==> src/rtl/clk_period_meter_if.sv <==
// clk_period_meter_if: slow input plus the period/high-time measurement results.
interface clk_period_meter_if #(parameter int CNT_W = 28);
  logic sig_in;
  logic [CNT_W-1:0] period;
  logic [CNT_W-1:0] high_time;
  logic valid;
  logic timeout;
  logic locked;
  modport master (input sig_in, output period, high_time, valid, timeout, locked);
  modport slave (output sig_in, input period, high_time, valid, timeout, locked);
endinterface

==> src/rtl/clk_period_meter.sv <==
// clk_period_meter: measures period and high time of a slow async signal in clk_in cycles.
module clk_period_meter #(
  parameter int CNT_W = 28,
  parameter int SYNC_STAGES = 2,
  parameter logic [CNT_W-1:0] TIMEOUT = 28'd100_000_000
) (
  input logic clk_in,
  input logic reset,
  clk_period_meter_if.master m
);
  typedef enum logic [1:0] {IDLE, ARMED, MEASURE} state_t;
  state_t state, state_n;
  logic [SYNC_STAGES-1:0] sync;
  logic p, s, rise, fall;
  logic [CNT_W-1:0] cnt, cnt_n, period, period_n, high_time, high_n, hi_lat, lat_n;
  logic valid, valid_n, timeout, timeout_n, hi_seen, seen_n;
  assign s = sync[SYNC_STAGES-1];
  assign rise = s & ~p;
  assign fall = ~s & p;
  always_ff @(posedge clk_in) begin
    if (reset) begin
      sync <= '0;
      p <= 1'b0;
      state <= IDLE;
      cnt <= '0;
      period <= '0;
      high_time <= '0;
      hi_lat <= '0;
      hi_seen <= 1'b0;
      valid <= 1'b0;
      timeout <= 1'b0;
    end else begin
      sync <= {sync[SYNC_STAGES-2:0], m.sig_in};
      p <= s;
      state <= state_n;
      cnt <= cnt_n;
      period <= period_n;
      high_time <= high_n;
      hi_lat <= lat_n;
      hi_seen <= seen_n;
      valid <= valid_n;
      timeout <= timeout_n;
    end
  end
  always_comb begin
    state_n = state;
    cnt_n = cnt;
    period_n = period;
    high_n = high_time;
    lat_n = hi_lat;
    seen_n = hi_seen;
    valid_n = 1'b0;
    timeout_n = timeout;
    if (state == IDLE) begin
      cnt_n = rise ? CNT_W'(1) : '0;
      state_n = rise ? ARMED : IDLE;
      seen_n = 1'b0;
    end else if (rise) begin
      // a period with no fall (glitch-merged) reports the whole period as high
      period_n = cnt;
      high_n = (state == ARMED) ? high_time : (hi_seen ? hi_lat : cnt);
      cnt_n = CNT_W'(1);
      valid_n = 1'b1;
      timeout_n = 1'b0;
      seen_n = 1'b0;
      state_n = MEASURE;
    end else if (cnt == TIMEOUT) begin
      timeout_n = 1'b1;
      period_n = '0;
      high_n = '0;
      cnt_n = '0;
      state_n = IDLE;
    end else begin
      cnt_n = cnt + 1'b1;
      high_n = (fall && state == ARMED) ? cnt : high_time;
      lat_n = (fall && state == MEASURE) ? cnt : hi_lat;
      seen_n = hi_seen | (fall && state == MEASURE);
    end
  end
  assign m.period = period;
  assign m.high_time = high_time;
  assign m.valid = valid;
  assign m.timeout = timeout;
  assign m.locked = (state == MEASURE);
endmodule

==> src/flat_wrapper.sv <==
// flat-port wrapper written by rule: the top's interface ports become plain ports
module clk_period_meter_flat 
#(
  parameter int CNT_W = 28,
  parameter int SYNC_STAGES = 2,
  parameter logic [CNT_W-1:0] TIMEOUT = 28'd100_000_000
)
  (clk_in, reset, m_sig_in, m_period, m_high_time, m_valid, m_timeout, m_locked);
  clk_period_meter_if #(.CNT_W(CNT_W)) m_i ();
  input logic clk_in;
  input logic reset;
  input wire logic [$bits(m_i.sig_in)-1:0] m_sig_in;
  output wire logic [$bits(m_i.period)-1:0] m_period;
  output wire logic [$bits(m_i.high_time)-1:0] m_high_time;
  output wire logic [$bits(m_i.valid)-1:0] m_valid;
  output wire logic [$bits(m_i.timeout)-1:0] m_timeout;
  output wire logic [$bits(m_i.locked)-1:0] m_locked;
  assign m_i.sig_in = m_sig_in;
  assign m_period = m_i.period;
  assign m_high_time = m_i.high_time;
  assign m_valid = m_i.valid;
  assign m_timeout = m_i.timeout;
  assign m_locked = m_i.locked;
  clk_period_meter #(.CNT_W(CNT_W), .SYNC_STAGES(SYNC_STAGES), .TIMEOUT(TIMEOUT)) u_core (.clk_in(clk_in), .reset(reset), .m(m_i));
endmodule
==> config.mk <==
export PLATFORM = sky130hd
export DESIGN_NAME = clk_period_meter_flat
export DESIGN_NICKNAME = d
export VERILOG_FILES = /design/src/rtl/clk_period_meter_if.sv /design/src/rtl/clk_period_meter.sv /design/src/flat_wrapper.sv
export SDC_FILE = /design/constraint.sdc
export NUM_CORES = 1
export LEC_CHECK = 0
export CAP_MARGIN = 25
export CORE_UTILIZATION = 50
export DETAILED_ROUTE_END_ITERATION = 12
export MAX_ROUTING_LAYER = met4
export PLACE_DENSITY_LB_ADDON = 0.3
export REMOVE_ABC_BUFFERS = 1
export SLEW_MARGIN = 40
export SYNTH_ARGS = -nofsm -noshare
export SYNTH_HDL_FRONTEND = slang
export SYNTH_SLANG_ARGS = --single-unit
export TNS_END_PERCENT = 30
==> constraint.sdc <==
create_clock -name clk_in -period 3.32 [get_ports clk_in]
set_clock_uncertainty 0.15 [all_clocks]
set_input_delay 0.664 -clock clk_in [delete_from_list [all_inputs] [get_ports clk_in]]
set_output_delay 0.664 -clock clk_in [all_outputs]
set_load 0.02 [all_outputs]
---- Word-level counts from Yosys, hierarchy flattened ----
Cells that the tools add are included.
storage, ports and cells
  word-level logic and storage cells ...... 52
  output and inout bits ................... 59
  input port bits ......................... 3
  bits in registers ....................... 120
cells by class
  reduce and logical (&&, ||, !) cells .... 11
  equality and inequality tests ........... 4
  bitwise gates (word level) .............. 8
  add/subtract/negate cells ............... 1
  mux-type cells .......................... 18
operator list
  cell                     number
  $mux W28                 10
  $add A28 B1 Y28 const B  1
  $eq A28 B27 Y1 const B   1
  $mux W2                  3
  $reduce_bool A3 Y1       2
  $mux W1                  5
  $not A1 Y1               5
  $reduce_and A4 Y1        1
  $reduce_and A3 Y1        1
  $reduce_or A3 Y1         1
  $and A1 B1 Y1            2
  $eq A2 B1 Y1 const B     1
  $eq A2 B2 Y1 const B     1
  $logic_and A1 B1 Y1      2
  $logic_not A2 Y1         1
  $ne A2 B2 Y1 const B     1
  $reduce_and A2 Y1        1
  $reduce_bool A2 Y1       1
  $reduce_or A2 Y1         1
  $or A1 B1 Y1             1

---- Depth between registers and ports, before layout ----
  depth in word-level cells ............... 6
  gate-level depth with buffers ........... 10
  depth with buffers taken out ............ 7

---- Worst setup path before layout ----
OpenSTA, ideal clock, no wires.
  path type ............................... reg2reg
  from .................................... reg u_core.cnt[0]
  to ...................................... reg u_core.high_time[0] (netlist: u_core.m.high_time[0])
  data required time ...................... 3023 ps
  setup slack ............................. 865 ps
  setup time .............................. 147 ps
  arrival time ............................ 2158 ps
  cell stages (with the launch flop) ...... 11
  path buffers ............................ 3
  clock period less this slack ............ 2455 ps
  cell sequence ........................... dfxtp_1 > clkbuf_1 > inv_1 > ha_1 > nor3b_1 > nand4_2 > a2111oi_4 > or2_1 > buf_4 > buf_8 > a311oi_2
on the way
  longest elaborated chain between the ends .. 3
  elaborated cells between the ends (all ways) .. 8
  classes of those cells .................. 1 x eq/ne; 5 x mux; 2 x reduce/logical
ends and longest elaborated chain
  item                                                                   line                    RTL
  from (decl)                                                            clk_period_meter.sv:15  logic [CNT_W-1:0] cnt, cnt_n, period, period_n, high_time, high_n, hi_lat, lat_n;
  from (signal assigned)                                                 clk_period_meter.sv:36  cnt <= cnt_n;
  $eq A28 B27 Y1, or another cell as far along                           clk_period_meter.sv:67  end else if (cnt == TIMEOUT) begin
  $reduce_bool A3 Y1 (no source line), or another cell as far along      n/a
  $reduce_and A3 Y1 (no source line) / $mux W28 (equally long branches)  n/a
  to (signal assigned)                                                   clk_period_meter.sv:38  high_time <= high_n;
  to (decl)                                                              clk_period_meter.sv:15
Parallel ways exist; a longest one is shown, timed or not. The select of a mux whose other input is x is not followed.
A chain may end at the register's enable or synchronous reset.

---- Worst setup path in the final report ----
  from .................................... reg u_core.cnt[1]
  to ...................................... reg u_core.high_time[9] (netlist: u_core.m.high_time[9])
on the way
  longest elaborated chain between the ends .. 3
  elaborated cells between the ends (all ways) .. 5
  classes of those cells .................. 1 x eq/ne; 2 x mux; 2 x reduce/logical
ends and longest elaborated chain
  item                                                                    line
  $eq A28 B27 Y1 (*)                                                      clk_period_meter.sv:67
  $reduce_bool A3 Y1 (no source line) / $mux W28 (equally long branches)  n/a
  $reduce_and A3 Y1 (no source line) / $mux W28 (equally long branches)   n/a
Mark *: on every way between the ends. The rest lies on a longest branch, timed or not.

==> flow_summary.ini <==
[setup_path]
crit_path_start_kind = flip-flop
critPathSlowestCell = o31ai_4
worstSetupEndpointType = flip-flop
path_max_fanout = 11
critical_path_arrival_ns = 3.01
path_cells = inv_1 -> ha_1 -> nor3b_1 -> nand4_2 -> o31ai_4 -> buf_4 -> nor3_1 -> a311oi_1
reg2reg_slack_ns = 0.59
cp-startpoint = u_core.cnt[1]$_SDFF_PP0_
setup.worst_path.class = reg -> reg
critical_path.max_stage_delay_ns = 0.63
worstPathRequired_ns = 3.60
regToRegStartpoint = u_core.cnt[1]$_SDFF_PP0_

[min_path]
hold_class = reg -> reg
min_from = u_core.sync[0]$_SDFF_PP0_

[timing]
fin_crit_ns = 2.73
setup_slack_ns = 0.589
finalHoldViolCount = 0
setup_viol = 0
period_share = 0.822
clock.fmax_ghz = 0.366
tightest_slew_ns = 0.643
rsz0062_at_grt = no
finalMaxSlewViolations = 0
hold-worst-slack_ns = 0.306
slew_headroom = 0.571

[floorplan]
die_h_um = 102
die_area_mm2 = 0.0105
core.rowCount = 36
die_width_um = 102
pin_count = 62
start_util = 0.517
core_mm2 = 0.00977

[place]
pre_cts_ws_ns = 0.660
gp_congestion = 0.866
io_buffer_count = 61
detailed_place_hpwl_mm = 8.17

[power_and_ir_drop]
p_total_mw = 3.37
pwr-share-seq = 0.432
irDropWorstVdd_v = 0.000343
pwr-share-clk = 0.545
p_leak_nw = 2.29
p_sw_frac = 0.204
intPower_mw = 2.68
switchingPower_mw = 0.688
comb_power_share = 0.023
pwr_density_cell_mw_per_mm2 = 532

[clock_network]
post_cts_buffers = 0
cts_tree = done
clkTransAtPathRegs_ns = 0.06
clockRootBuffer = clkbuf_8
cts_buffers = 17
ctsHoldBuffers = 0
cts.sinks = 120
clk_latency_ns = 0.52
h-tree-depth = 4
cts_buffer_depth = 2
cts_resized = 0

[global_route]
grt_pass1_vias = 4056
grt-ovfl-total = 0
grt.total_usage = 0.272
grt_pass1_wl_mm = 20.7
grt_max_degree = 53
grt_antenna_before_repair = 0

[route]
drt_iter0_drc = 164
wire_per_inst_um = 18.2
firstDrtPassIters = 4
viasPerCell = 5.79
num_vias = 4126
ant_nets = 0
drt_wl_total_mm = 13.0
post-route-drc-count = 0

[logic_synthesis]
synth_edf_count = 0
synth_top_area_frac = 0.476
yosys.area.top_type = dfxtp_1
syn_inst = 520
synth_most_common_cell = dfxtp_1
ys_top_cells_by_area = dfxtp_1, a22o_1, mux2i_1
yosysWarnings = 0
synthFlopType = dfxtp_1
syn_area_mm2 = 0.00505
seq_area_frac_synth = 0.476
ys_async_sr_fraction = 0
synth_cell_types = 52
synthTopCellsByCount = dfxtp_1, nor2_1, a22o_1
syn_avg_cell_area_um2 = 9.71
ys_ff_latch = 120

[cells_and_area]
utilization = 0.648
drive_gt1_frac = 0.140
multi_input_area_mm2 = 0.00235
layout.nets = 574
seq_area_mm2 = 0.00240
antenna_cells = 0
syn_to_final_growth_pct = 25.4
fill_cells = 778

[run]
maxCapViolations = 0

[run_status]
status = completed
-- power groups by stage --
| stage | clock, mW | sequential [mW] | combinational [mW] |
|---|---|---|---|
| floorplan | 0 | 1.49 | 0.0306 |
| global placement | 0 | 1.48 | 0.0756 |
| detailed placement | 0 | 1.48 | 0.0766 |
| CTS | 1.84 | 1.45 | 0.0778 |
| global route | 1.92 | 1.45 | 0.0835 |
| finish | 1.84 | 1.45 | 0.0780 |
-- through the flow --
stage	cells	TNS [ns]	instance area (um^2)
floorplan	467	-39.10	4780
global placement	683	0	5740
detailed placement	683	0	5740
CTS	712	0	6330
global route	712	0	6330
finish	712	0	6330
-- state kept, by name (all words and copies together) (netlist names) --
| name | cells |
|---|---|
| u_core.hi_lat | 28 |
| u_core.sync | 2 |
| u_core.m.timeout | 1 |
| u_core.hi_seen | 1 |
| u_core.cnt | 28 |
| u_core.m.period | 28 |
| u_core.p | 1 |
| u_core.m.high_time | 28 |
| u_core.state | 2 |
| u_core.m.valid | 1 |
-- cell type report --
| class | count | area share |
|---|---|---|
| sequential | 120 | 0.379 |
| multi-input combinational | 334 | 0.372 |
| timing repair buffer | 83 | 0.122 |
| clock buffer | 22 | 0.0747 |
| tap | 133 | 0.0263 |
| clock inverter | 7 | 0.0188 |
| inverter | 13 | 0.00770 |
-- critical path: cells and delay by family, from the launching register on --
family	cells	cell delay [ns]
compound gates	2	0.89
fa+ha+maj	1	0.15
buf+inv	2	0.40
flops	1	0.43
simple gates	3	0.61
-- layer usage --
metal	vias up	track usage	wire (um)
li1	1964	-	-
met1	2007	0.332	5660
met2	125	0.426	6300
met3	30	0.0542	673
met4	0	0.140	361
met5	-	-	0
-- layout by cell type (no fill, tap or decap), types with 4 or more instances in the layout --
cell type and count:
mux2i_1 28, nor4_1 8, nand3_1 13, clkbuf_8 5
a311oi_2 10, xor2_1 5, buf_4 22, xnor2_1 21
nand2_1 35, nand4_1 6, inv_1 13, dfxtp_1 120
a31oi_1 10, nor3_1 35, a311oi_1 7, nor2_1 62
a211oi_2 7, clkdlybuf4s50_1 60, a22oi_1 5, a22o_1 37
clkbuf_16 16, and3_1 4, nor2b_1 4
-- worst paths after layout --
| check | to | cells past startpoint |
|---|---|---|
| min | u_core.sync[1]$_SDFF_PP0_ | 1 |
| max reg2reg | u_core.m.high_time[9]$_SDFFE_PP0P_ | 8 |
| max | u_core.m.high_time[9]$_SDFFE_PP0P_ | 8 |
| min reg2reg | u_core.sync[1]$_SDFF_PP0_ | 1 |
-- kinds of logic after synthesis --
| logic type | Yosys count | synth area share |
|---|---|---|
| and+or+nand+nor | 185 | 0.182 |
| DFF | 120 | 0.476 |
| AOI/OAI and AO/OA | 93 | 0.173 |
| buffers and inverters | 66 | 0.0637 |
| muxes | 28 | 0.0555 |
| xor gates and xnor gates | 26 | 0.0451 |
| adders and majority gates | 2 | 0.00495 |
No activity file was read; power rests on OpenSTA's default activity.
